--- config.mk ---
export PLATFORM = sky130hd
export DESIGN_NAME = voice_sequencer
export DESIGN_NICKNAME = d
export VERILOG_FILES = /design/src/rtl/voice_sequencer.sv
export SDC_FILE = /design/constraint.sdc
export NUM_CORES = 1
export LEC_CHECK = 0
export BUFFER_PORTS_ARGS = -buffer_cell sky130_fd_sc_hd__buf_2
export CORE_UTILIZATION = 53
export DETAILED_ROUTE_END_ITERATION = 8
export PLACE_DENSITY = 0.72
export SLEW_MARGIN = 10
export SYNTH_ARGS = -nofsm -noshare
export SYNTH_HDL_FRONTEND = slang
export SYNTH_SLANG_ARGS = --single-unit
--- constraint.sdc ---
create_clock -name sample_clock -period 4.8 [get_ports sample_clock]
set_input_delay 0.24 -clock sample_clock [delete_from_list [all_inputs] [get_ports sample_clock]]
set_output_delay 0.24 -clock sample_clock [all_outputs]
set_load 0.005 [all_outputs]
--- src/rtl/voice_sequencer.sv ---
// Note sequencer: plays 32-bit note words from an on-chip table and drives a voice's
// pitch_increment / voice_select / gate, timing each gate phase in ticks of TICKDIV clocks.
module voice_sequencer #(
    parameter int NOTES   = 16,
    parameter int ADDRW   = 4,
    parameter int TICKDIV = 480
) (
    input  logic             sample_clock,
    input  logic             rst,
    input  logic             wr_en,
    input  logic [ADDRW-1:0] wr_addr,
    input  logic [31:0]      wr_data,
    input  logic             start,
    input  logic             stop,
    input  logic             loop,
    output logic             busy,
    output logic [ADDRW-1:0] note_index,
    output logic             note_strobe,
    output logic [15:0]      pitch_increment,
    output logic [3:0]       voice_select,
    output logic             gate
);

    localparam int PW = $clog2(TICKDIV);

    typedef enum logic [2:0] {IDLE, FETCH, LOAD, ON, OFF} state_t;

    state_t           state, next_state;
    logic [31:0]      table_mem [NOTES];
    logic [31:0]      rd_word_p1;
    logic [ADDRW-1:0] idx;
    logic             wrapped;
    logic [ADDRW:0]   idx_next;
    logic [5:0]       on_ticks, off_ticks, phase_len, tick_cnt;
    logic [PW-1:0]    presc;
    logic             tick, phase_done, end_song;
    logic             play_start, restart, advance, load_note, clr_phase;

    // Table stage: read-before-write falls out of both ports sampling the old array
    always_ff @(posedge sample_clock) begin
        if (wr_en) table_mem[wr_addr] <= wr_data;
        rd_word_p1 <= table_mem[idx];
    end

    assign idx_next   = {1'b0, idx} + (ADDRW+1)'(1);
    assign tick       = (presc == PW'(TICKDIV - 1));
    assign phase_len  = (state == ON) ? on_ticks : off_ticks;
    assign phase_done = tick && (tick_cnt == phase_len - 6'd1);
    assign end_song   = (rd_word_p1 == 32'h0) || wrapped;

    always_comb begin
        next_state = state;
        play_start = 1'b0;
        restart    = 1'b0;
        advance    = 1'b0;
        load_note  = 1'b0;
        clr_phase  = 1'b0;
        case (state)
            IDLE:  if (start) begin next_state = FETCH; play_start = 1'b1; end
            FETCH: next_state = LOAD;
            LOAD: begin
                if (end_song) begin
                    // A wrapped index reads as 0 but is a full song, so it may still loop
                    if (loop && (wrapped || idx != '0)) begin
                        next_state = FETCH;
                        restart    = 1'b1;
                    end else begin
                        next_state = IDLE;
                    end
                end else begin
                    load_note = 1'b1;
                    if (rd_word_p1[25:20] != 6'd0) begin
                        next_state = ON;
                        clr_phase  = 1'b1;
                    end else if (rd_word_p1[31:26] != 6'd0) begin
                        next_state = OFF;
                        clr_phase  = 1'b1;
                    end else begin
                        next_state = FETCH;
                        advance    = 1'b1;
                    end
                end
            end
            ON: begin
                if (phase_done) begin
                    if (off_ticks != 6'd0) begin
                        next_state = OFF;
                        clr_phase  = 1'b1;
                    end else begin
                        next_state = FETCH;
                        advance    = 1'b1;
                    end
                end
            end
            OFF: if (phase_done) begin next_state = FETCH; advance = 1'b1; end
            default: next_state = IDLE;
        endcase
        if (stop) begin
            next_state = IDLE;
            play_start = 1'b0;
            restart    = 1'b0;
            advance    = 1'b0;
            load_note  = 1'b0;
            clr_phase  = 1'b0;
        end
    end

    assign busy        = (state != IDLE);
    assign note_strobe = load_note;

    // Control/output register stage
    always_ff @(posedge sample_clock) begin
        if (rst) begin
            state           <= IDLE;
            idx             <= '0;
            wrapped         <= 1'b0;
            presc           <= '0;
            tick_cnt        <= '0;
            on_ticks        <= '0;
            off_ticks       <= '0;
            gate            <= 1'b0;
            pitch_increment <= '0;
            voice_select    <= '0;
            note_index      <= '0;
        end else begin
            state <= next_state;
            gate  <= (next_state == ON);
            if (play_start || restart) begin
                idx     <= '0;
                wrapped <= 1'b0;
            end else if (advance) begin
                {wrapped, idx} <= idx_next;
            end
            if (load_note) begin
                pitch_increment <= rd_word_p1[15:0];
                voice_select    <= rd_word_p1[19:16];
                on_ticks        <= rd_word_p1[25:20];
                off_ticks       <= rd_word_p1[31:26];
                note_index      <= idx;
            end
            if (clr_phase || (state != ON && state != OFF)) begin
                presc    <= '0;
                tick_cnt <= '0;
            end else if (tick) begin
                presc    <= '0;
                tick_cnt <= tick_cnt + 6'd1;
            end else begin
                presc <= presc + PW'(1);
            end
        end
    end

endmodule

# Yosys cells after proc, flatten, opt, wreduce, memory -nomap -nowiden
# Memory sizes are Yosys's and may differ from the RTL's. A register that Yosys moved wholly into a read port is not among the register bits.
# Cells that the tools add are included.
# Widths: inputs -> output; s select.
classes:
  mux: 38
  eq_ne: 9
  n_reduce_logical: 17
  n_addsub: 4
op_table:
  columns: ["cell", "n"]
  rows:
  - ["$logic_not 32->1", 1]
  - ["$mux 1", 26]
  - ["$mux 3", 8]
  - ["$reduce_bool 6->1", 3]
  - ["$pmux 3 s5", 1]
  - ["$add 9x1->9 const B", 1]
  - ["$eq 3x2->1 const B", 3]
  - ["$eq 9x9->1 const B", 1]
  - ["$add 6x1->6 const B", 1]
  - ["$eq 6x6->1", 1]
  - ["$mux 6", 1]
  - ["$sub 6x1->6 const B", 1]
  - ["$add 4x1->5 const B", 1]
  - ["$logic_or 1x1->1", 4]
  - ["$reduce_bool 4->1", 1]
  - ["$reduce_or 2->1", 2]
  - ["$eq 3x1->1 const B", 1]
  - ["$eq 3x3->1 const B", 1]
  - ["$logic_and 1x1->1", 3]
  - ["$logic_not 3->1", 1]
  - ["$ne 3x2->1 const B", 1]
  - ["$ne 3x3->1 const B", 1]
  - ["$pmux 1 s3", 1]
  - ["$reduce_bool 3->1", 1]
  - ["2 further kinds", 2]
totals:
  wordCells: 80
  out_inout_bits: 27
  reg_bits: 60
  memories: 1
  input_bits: 42
  mem_bits_rw: 512
mem_list:
  columns: ["name", "depth", "word_bits", "rd", "rd_clocked_by_memory_dff", "wr", "line_no", "source"]
  rows:
  - ["table_mem", 16, 32, 1, 1, 1, "29", "logic [31:0] table_mem [NOTES];"]

# Longest topological paths before layout
# Gate-level depths: netlist of the first run.
logic_depth:
  word_depth: 10
  mapped_depth: 12
  mapped_depth_nobuf: 9

# Worst setup path after synthesis of the first run
# Ideal clock, no wire load.
synth_timing:
  kind: "input to register"
  from: "in wr_addr[2]"
  to: "mem table_mem[0][0] (enable)"
  cell_stages: 2
  setup_time_ns: 0.461
  t_required_ns: 4.339
  t_arrival_ns: 2.958
  path_buffers: 0
  slack_ns: 1.380
  cell_sequence: "or3b_2 nor3_1"
synth_rtl:
  columns: ["item", "line_no", "source"]
  rows:
  - ["from (decl)", "11", "input logic [ADDRW-1:0] wr_addr,"]
  - ["to (decl)", "29", null]
# Straight into the memory's write port.

# Worst setup path after layout of the first run
layout_timing:
  from: "reg rd_word_p1[7], read port of table_mem"
  to: "out note_strobe"
layout_between:
  elab_chain_len: 5
layout_rtl:
  columns: ["item", "line_no", "source"]
  rows:
  - ["from (decl)", "30", "logic [31:0] rd_word_p1;"]
  - ["$logic_not 32->1", "49", "assign end_song = (rd_word_p1 == 32'h0) || wrapped;"]
  - ["$logic_or 1x1->1", "49", null]
  - ["$mux 1", "62", "if (end_song) begin"]
  - ["$mux 1", "58", "case (state)"]
  - ["$mux 1", "98", "if (stop) begin"]
  - ["to (decl)", "18", "output logic note_strobe,"]
# No other way between the ends.

==> flow_metrics.tcl, run 1 <==
set metrics [dict create \
    status "finished clean" \
    nFillCells 2869 \
    use_met1_pct 31.8 \
    antenna_cells 0 \
    top_usage_layer "met2" \
    cts_sinks 604 \
    period_share_pct 79.5 \
    worst_pin_slew_ps 1130 \
    cts_buffer_depth 3 \
    drv_cap 0 \
    rsz0062_at_grt "no" \
    hold_viol_final 0 \
    instances_no_fill 1905 \
    io_buffers 68 \
    grt_overflow 0 \
    wirelength_um 48200 \
    ys_seq_elements 604 \
    placed_cells 1764 \
    slew_headroom_pct 24.5 \
    ctsResizeCount 0 \
    htree_levels 2 \
    p_per_area_mw_per_mm2 402 \
    numCtsBuffers 58 \
    min_period_ps 3820 \
    drc 0 \
    ir_drop_mv 0.270 \
    tns_ps 0 \
    setup.worst_path.class "register to output pin" \
    num_rows 75 \
    post_dp_cell_area_mm2 0.0241 \
    syn_nets 1197 \
    drt_pass1_iterations 5 \
    cp-start-kind "register" \
    die_w_um 210 \
    ys_top_cells_by_area "edfxtp_1, mux4_2, dfxtp_1, nand2_1, a21oi_1" \
    p_switching_mw 2.08 \
    finClkSkew_ps 26.7 \
    hold_class "input pin to register" \
    coreArea_mm2 0.0423 \
    required_ps 4560 \
    crit_buf_inv 2 \
    p_seq_share_pct 54.9 \
    design_area_mm2 0.0264 \
    synth.top_cell.area_share_pct 66.9 \
    antenna_found_initial 1 \
    yosysWarnings 0 \
    use_met3_pct 4.04 \
    avgViaCountPerCell 6.02 \
    total_power_mw 10.6 \
    grt_pass1_vias 11600 \
    max_freq_mhz 262 \
    synth_top_cells_by_count "edfxtp_1, mux4_2, nand2_1" \
    switching_share_pct 19.7 \
    netlist_instances 1151 \
    synthArstFlopShare_pct 0 \
    p_clk_share_pct 43.0 \
    finalNetCount 1325 \
    dieArea_mm2 0.0442 \
    drive_above_1_share_pct 28.3 \
    critPathMaxFanout 37 \
    yosys.cell_types.count 68 \
    leakagePower_nw 8.19 \
    grt_use_total_pct 22.5 \
    setup_violations 0 \
    synthFlopType "edfxtp_1" \
    max_stage_delay_ps 830 \
    synth_enable_flop_cells 512 \
    pin_count 69 \
    cts_tree "built" \
    path_clk_slew_ps 60 \
    route.vias.total 11500 \
    path_cells "nor4_1, nand3_1, o31ai_1, or2_1, clkinv_2, buf_2" \
    p_comb_share_pct 2.1 \
    area_delta_synth_final_pct 14.6 \
    chipHeight_um 210 \
    finalMaxSlewViolations 0 \
    critPathCaptureType "output pin" \
    wl_per_cell_um 25.3 \
    grt_start_max_net_pins 76 \
    postRouteAntennaNets 0 \
    drt_iter0_drc 1357 \
    cts-root-buf "clkbuf_16" \
    synth_top_area_cell "edfxtp_1" \
    critPathTopFamily "simple AND/OR/NAND/NOR gates" \
    synth_area_mm2 0.0230 \
    worstSkewPairLatency_ps 610 \
    gp_congestion 0.829 \
    yosysMostFrequentCell "edfxtp_1" \
    grt_pass1_wl_um 72100 \
    final_util_pct 62.3 \
    postCtsSetupRepairBufs 0 \
    intPower_mw 8.50 \
    syn_avg_cell_area_um2 20.0 \
    ys_seq_area_share_pct 74.9 \
    critPathSlowestCell "nor4_1" \
    crit_arrival_ps 3580 \
    dp_hpwl_um 25500 \
    grt_use_met2_pct 36.5 \
    start_util_pct 54.3 \
]
[per-stage QoR]
| stage | worst slack, ps | hold WS (ps) |
|---|---|---|
| 2_1_floorplan | 1380 | 339 |
| 3_3_place_gp | 1720 | 429 |
| 3_5_place_dp | 1710 | 437 |
| 4_1_cts | 1030 | 2.23 |
| 5_1_grt | 818 | 14.8 |
| 6_report | 983 | 26.4 |
[what timing repair did]
| item | 4_1_cts | 5_1_grt |
|---|---|---|
| hold buffers | 32 | 0 |
| hold endpoints to repair | 470 | 0 |
| setup endpoints to repair | 0 | 0 |
[placed cells by master, fill, tap and decap left out, drive strengths merged, types with 7 or more instances in the layout]
cell         instances
edfxtp             512
mux4               160
nand2               93
dfxtp               92
buf                 90
clkbuf              72
a21oi               46
nor2                41
dlygate4sd3         32
clkinv              25
nor3                14
nand3               13
inv                 10
nor4                10
nand2b               9
mux2i                9
xor2                 8
xnor2                7
bufinv               7
[cell type report]
| class | instances | area (um^2) | share of cell area [%] |
|---|---|---|---|
| Clock buffer | 72 | 1530 | 5.82 |
| Clock inverter | 37 | 380 | 1.44 |
| Inverter | 9 | 35.0 | 0.133 |
| Multi-Input combinational cell | 484 | 5600 | 21.3 |
| Sequential cell | 604 | 17200 | 65.4 |
| Tap cell | 577 | 722 | 2.74 |
| Timing Repair Buffer | 122 | 851 | 3.23 |
[per-layer routing]
metal  part of all wire, %  vias to the layer above
li1                      -                     4943
met1                    42                     5994
met2                    49                      450
met3                   7.1                       76
met4                   2.1                        2
met5                 0.027                        -
[registers in the layout, summed over array words and instances (netlist names)]
name	flops
gate	1
idx	4
note_index	4
off_ticks	6
on_ticks	6
pitch_increment	16
presc	9
rd_word_p1	32
state	3
table_mem	512
tick_cnt	6
voice_select	4
wrapped	1
[final timing paths]
| kind | end | slack [ps] | cells past startpoint | from |
|---|---|---|---|---|
| worst max register to register | voice_select[1] | 1660 | 7 | rd_word_p1[7] |
| worst min register to register | presc[0] | 450 | 1 | presc[0] |
| worst min-delay path | table_mem[3][2] | 30 | 1 | wr_data[2] |
| worst max-delay path | note_strobe | 980 | 6 | rd_word_p1[7] |
[power groups by stage]
stage                     Sequential, mW  Combinational (mW)  Clock [mW]
after floorplan                     5.91              0.0790           0
after global placement              5.92               0.191           0
after detailed placement            5.92               0.199           0
after CTS                           5.81               0.221        4.62
after global routing                5.82               0.237        4.81
final                               5.81               0.220        4.55
[worst reg2reg max path, delay by kind of cell (launching register included)]
kind / cells / cell delay (ps)
simple gates: 4 / 1640
buf+inv: 1 / 470
compound gates: 2 / 540
flops: 1 / 320
[cells by family (layout without fill, tap and decap cells)]
family / after synthesis / count (layout) / synth area share (%)
xor gates and xnor gates: 15 / 15 / 0.572
adders and majority gates: 4 / 4 / 0.218
and+or+nand+nor: 212 / 212 / 4.60
buffers and inverters: 63 / 240 / 1.20
AOI/OAI and AO/OA: 81 / 81 / 2.28
muxes: 172 / 172 / 16.2
DFF: 604 / 604 / 74.9
Note: power is estimated with default switching activity, not from simulation.
==> inputs of run 2 (changes only) <==
==> constraint.sdc (replaced) <==
create_clock -name sample_clock -period 3.8 [get_ports sample_clock]
set_input_delay 0.19 -clock sample_clock [delete_from_list [all_inputs] [get_ports sample_clock]]
set_output_delay 0.19 -clock sample_clock [all_outputs]
set_load 0.005 [all_outputs]
==> run 2 against run 1 <==
  * Sequential power rose by 26%
  * Clock skew fell by 12 ps
  * Cell area barely moved
  * Flip-flop and latch count did not move
  * Routed wire length rose by 0.84%
  * Critical path type unchanged
  * Critical endpoint unchanged
  * Largest cell class unchanged
==> flow_metrics.tcl, run 2 (same netlist as run 1, synthesis figures left out) <==
set metrics [dict create \
    area_delta_synth_final_pct 14.6 \
    route.vias.total 11500 \
    drt_iter0_drc 1415 \
    cts_sinks 604 \
    drt_pass1_iterations 5 \
    coreArea_mm2 0.0423 \
    final_common_cell "edfxtp_1" \
    gp_congestion 0.788 \
    slew_headroom_pct 35.8 \
    postRouteAntennaNets 0 \
    ir_drop_mv 0.438 \
    r2r_slack_ps 1060 \
    hold_class "input pin to register" \
    cts_buffer_depth 3 \
    chipHeight_um 210 \
    grt_start_max_net_pins 133 \
    wl_per_cell_um 25.5 \
    tns_ps 0 \
    reg2reg_depth 7 \
    multi_input_area_mm2 0.00560 \
    largest_register_ffs 512 \
    top_regs "table_mem x512, rd_word_p1 x32, pitch_increment x16" \
    finalMaxSlewViolations 0 \
    worstSkewPairLatency_ps 600 \
    regToRegEndpoint "voice_select[3]" \
    dp_hpwl_um 24800 \
    cts-root-buf "clkbuf_16" \
    critPathCaptureType "output pin" \
    wirelength_um 48600 \
    pin_count 69 \
    grt_pass1_vias 11700 \
    antenna_found_initial 0 \
    path_clk_slew_ps 60 \
    worst_pin_slew_ps 964 \
    finalNetCount 1329 \
    drv_cap 0 \
    hold_viol_final 0 \
    cts_tree "built" \
    nFillCells 2858 \
    io_buffers 68 \
    avgViaCountPerCell 6.02 \
    cp-startpoint "rd_word_p1[7]" \
    rsz0062_at_grt "no" \
    crit_end "note_strobe" \
    instances_no_fill 1908 \
    dieArea_mm2 0.0442 \
    final-seq-area_mm2 0.0172 \
    cp-start-kind "register" \
    numCtsBuffers 58 \
    finClkSkew_ps 14.6 \
    p_per_area_mw_per_mm2 501 \
    drive_above_1_share_pct 28.0 \
    start_util_pct 54.3 \
    leakagePower_nw 8.19 \
    rr_startpoint "rd_word_p1[7]" \
    die_w_um 210 \
    placed_cells 1766 \
    layout_common_cells "edfxtp_1, mux4_2, nand2_1" \
    setup_violations 0 \
    drc 0 \
    max_freq_mhz 299 \
    setup.worst_path.class "register to output pin" \
    status "finished clean" \
    period_share_pct 87.9 \
    grt_pass1_wl_um 72900 \
    min_period_ps 3340 \
    crit_arrival_ps 3150 \
    antenna_cells 0 \
    num_rows 75 \
    htree_levels 2 \
    required_ps 3610 \
    top_register "table_mem" \
    grt_overflow 0 \
    critPathMaxFanout 37 \
    grt_use_total_pct 22.8 \
]
-- run 2: repair_timing --
item,4_1_cts,5_1_grt
hold buffers,34,0
resized for setup,0,0
endpoints found under the hold margin,515,0
setup buffers,0,0
-- run 2: stage by stage --
step	hold slack [ps]	util, %	setup slack (ps)	cell area, um^2	power [mW]
after floorplan	289	-	430	23000	7.57
after global placement	429	57.0	1060	24100	7.72
after detailed placement	445	57.0	1100	24100	7.73
after CTS	170	62.2	459	26300	13.3
after global routing	213	62.2	194	26300	13.6
final	211	62.2	458	26300	13.2
-- run 2: how the worst min path moves through the flow --
stage                                   from                  to  slack (ps)  cells past startpoint
after floorplan                   wr_data[0]     table_mem[0][0]         290                      0
after global placement              presc[0]            presc[0]         430                      1
after detailed placement  pitch_increment[0]  pitch_increment[0]         450                      2
after CTS                                rst     voice_select[1]         170                      2
after global routing                     rst     voice_select[1]         210                      2
final                                    rst       note_index[3]         210                      2
-- run 2: layout make-up --
cell class | count | area share [%]
Timing Repair Buffer | 126 | 3.41
Clock buffer | 85 | 6.20
Clock inverter | 23 | 0.850
Tap cell | 577 | 2.74
Multi-Input combinational cell | 484 | 21.3
Inverter | 9 | 0.133
Sequential cell | 604 | 65.4
-- run 2: layer usage --
| metal | GRT usage [%] | wire length, um | vias up |
|---|---|---|---|
| li1 | - | - | 4942 |
| met1 | 32.8 | 20200 | 6028 |
| met2 | 36.0 | 23700 | 440 |
| met3 | 4.40 | 3730 | 68 |
| met4 | 6.34 | 943 | 0 |
| met5 | 0 | 0 | - |
-- run 2: worst max-delay path, cell delays in order, from the launching register on --
cell,delay (ps)
dfxtp_1,310
nor4_1,530
nand3_1,300
o31ai_1,410
or2_1,200
clkinv_2,470
buf_2,320
-- run 2: where the power goes --
part           internal, mW  total [mW]  switching, mW
Combinational        0.0972       0.284          0.186
Clock                  3.25        5.58           2.33
Sequential             7.30        7.34         0.0349
==> inputs of run 3 (changes only) <==
--- a/config.mk
+++ b/config.mk
@@ -6,7 +6,9 @@
 export NUM_CORES = 1
 export LEC_CHECK = 0
 export BUFFER_PORTS_ARGS = -buffer_cell sky130_fd_sc_hd__buf_2
+export CORE_MARGIN = 3
 export CORE_UTILIZATION = 53
+export CTS_CLUSTER_SIZE = 24
 export DETAILED_ROUTE_END_ITERATION = 8
 export PLACE_DENSITY = 0.72
 export SLEW_MARGIN = 10
==> run 3 against run 2 <==
  * Maximum frequency fell by 3.3%
  * Critical endpoint unchanged
  * Clock power rose by 6.3%
  * Largest power group unchanged
  * Combinational power barely moved
  * Clock skew rose by 5.4 ps
==> flow_metrics.tcl, run 3 (same netlist as run 1, synthesis figures left out) <==
set metrics [dict create \
    status "finished clean" \
    pin_count 69 \
    grt_pass1_vias 11500 \
    period_share_pct 90.9 \
    p_seq_share_pct 54.2 \
    min_from "rst" \
    cts_buffer_depth 3 \
    min_period_ps 3460 \
    crit_arrival_ps 3270 \
    leakagePower_nw 8.28 \
    route.vias.total 11500 \
    drt_pass1_iterations 5 \
    cts_sinks 604 \
    placed_cells 1771 \
    drc 0 \
    critPathCaptureType "output pin" \
    drive_above_1_share_pct 28.9 \
    drt_iter0_drc 1278 \
    postCtsSetupRepairBufs 0 \
    setup.worst_path.class "register to output pin" \
    gp_congestion 0.768 \
    slew_headroom_pct 28.2 \
    postRouteAntennaNets 0 \
    worst_pin_slew_ps 1070 \
    hold_viol_final 0 \
    top_regs "table_mem x512, rd_word_p1 x32, pitch_increment x16" \
    tns_ps 0 \
    required_ps 3610 \
    cts-root-buf "clkbuf_16" \
    cp-start-kind "register" \
    wl_per_cell_um 25.1 \
    cts_tree "built" \
    rsz0062_at_grt "no" \
    num_rows 75 \
    setup_violations 0 \
    path_cells "nor4_1, nand3_1, o31ai_1, or2_1, clkinv_2, buf_2" \
    io_buffers 68 \
    finalNetCount 1333 \
    top_register "table_mem" \
    largest_register_ffs 512 \
    numCtsBuffers 57 \
    p_comb_share_pct 2.1 \
    avgViaCountPerCell 5.99 \
    intPower_mw 10.9 \
    p_clk_share_pct 43.8 \
    chipHeight_um 214 \
    hold_class "input pin to register" \
    layout_common_cells "edfxtp_1, mux4_2, nand2_1" \
    max_freq_mhz 289 \
    grt_pass1_wl_um 73300 \
    reg2reg_depth 7 \
    r2r_slack_ps 1000 \
    rr_startpoint "rd_word_p1[11]" \
    grt_start_max_net_pins 133 \
    final_common_cell "edfxtp_1" \
    start_util_pct 54.2 \
    critPathSlowestCell "nor4_1" \
    cp-startpoint "rd_word_p1[11]" \
    finalMaxSlewViolations 0 \
    dp_slack_ps 1080 \
    switching_share_pct 19.6 \
    final_util_pct 62.5 \
    hold_path_end "voice_select[3]" \
    antenna_found_initial 2 \
    total_power_mw 13.6 \
    hold_path_depth 2 \
    design_area_mm2 0.0265 \
    p_switching_mw 2.66 \
    coreArea_mm2 0.0424 \
    p_per_area_mw_per_mm2 511 \
    post_dp_cell_area_mm2 0.0242 \
    dieArea_mm2 0.0459 \
    max_stage_delay_ps 540 \
    regToRegEndpoint "on_ticks[2]" \
    worstSkewPairLatency_ps 610 \
    grt_overflow 0 \
    path_clk_slew_ps 60 \
    drv_cap 0 \
    grt_use_total_pct 21.1 \
    dp_hpwl_um 26500 \
    wirelength_um 48000 \
    ir_drop_mv 0.364 \
    die_w_um 214 \
    fin_hold_ws_ps 216 \
    nFillCells 2916 \
    instances_no_fill 1915 \
    area_delta_synth_final_pct 15.3 \
    critPathMaxFanout 37 \
    finClkSkew_ps 20.0 \
    htree_levels 2 \
    fin_ws_ps 345 \
]
==> run 3: worst max path at each step <==
stage                            endpoint  slack, ps  depth (start not counted)
final                         note_strobe        340                          6
after global routing          note_strobe        130                          6
after CTS                     note_strobe        290                          6
after detailed placement      note_strobe       1080                          6
after global placement        note_strobe       1080                          6
after floorplan           table_mem[0][0]        430                          2
==> run 3: critical path, delay by kind of cell, from the launching register on <==
kind | cells | cell delay (ps)
AOI/OAI and AO/OA | 1 | 440
buffers and inverters | 2 | 760
DFF | 1 | 340
and+or+nand+nor | 3 | 1070
==> run 3: layout make-up <==
type	instances	area, um^2	area share (%)
sequential	604	17200	65.0
multi-input combinational	484	5600	21.1
clock buffer	79	1590	5.99
timing repair buffer	131	923	3.48
tap	577	722	2.72
clock inverter	29	408	1.54
inverter	9	35.0	0.132
antenna	2	5.00	0.0189
==> run 3: layer usage <==
| metal | wire length (um) | up-vias | share of wire, % | global-route usage, % |
|---|---|---|---|---|
| li1 | - | 4964 | - | - |
| met1 | 20400 | 6004 | 43 | 31.2 |
| met2 | 23200 | 413 | 48 | 33.2 |
| met3 | 3200 | 84 | 6.7 | 3.64 |
| met4 | 1110 | 2 | 2.3 | 5.99 |
| met5 | 13 | - | 0.027 | 0 |
==> run 3: power groups by stage <==
stage	sequential (mW)	combinational [mW]	clock (mW)
6_report	7.34	0.283	5.93
5_1_grt	7.34	0.308	6.30
4_1_cts	7.34	0.285	6.03
3_5_place_dp	7.48	0.255	0
3_3_place_gp	7.47	0.245	0
2_1_floorplan	7.47	0.0998	0
==> run 3: repair_timing <==
action / in CTS / in global routing
hold buffers: 34 / 0
hold endpoints to repair: 515 / 0
resized for setup: 0 / 0
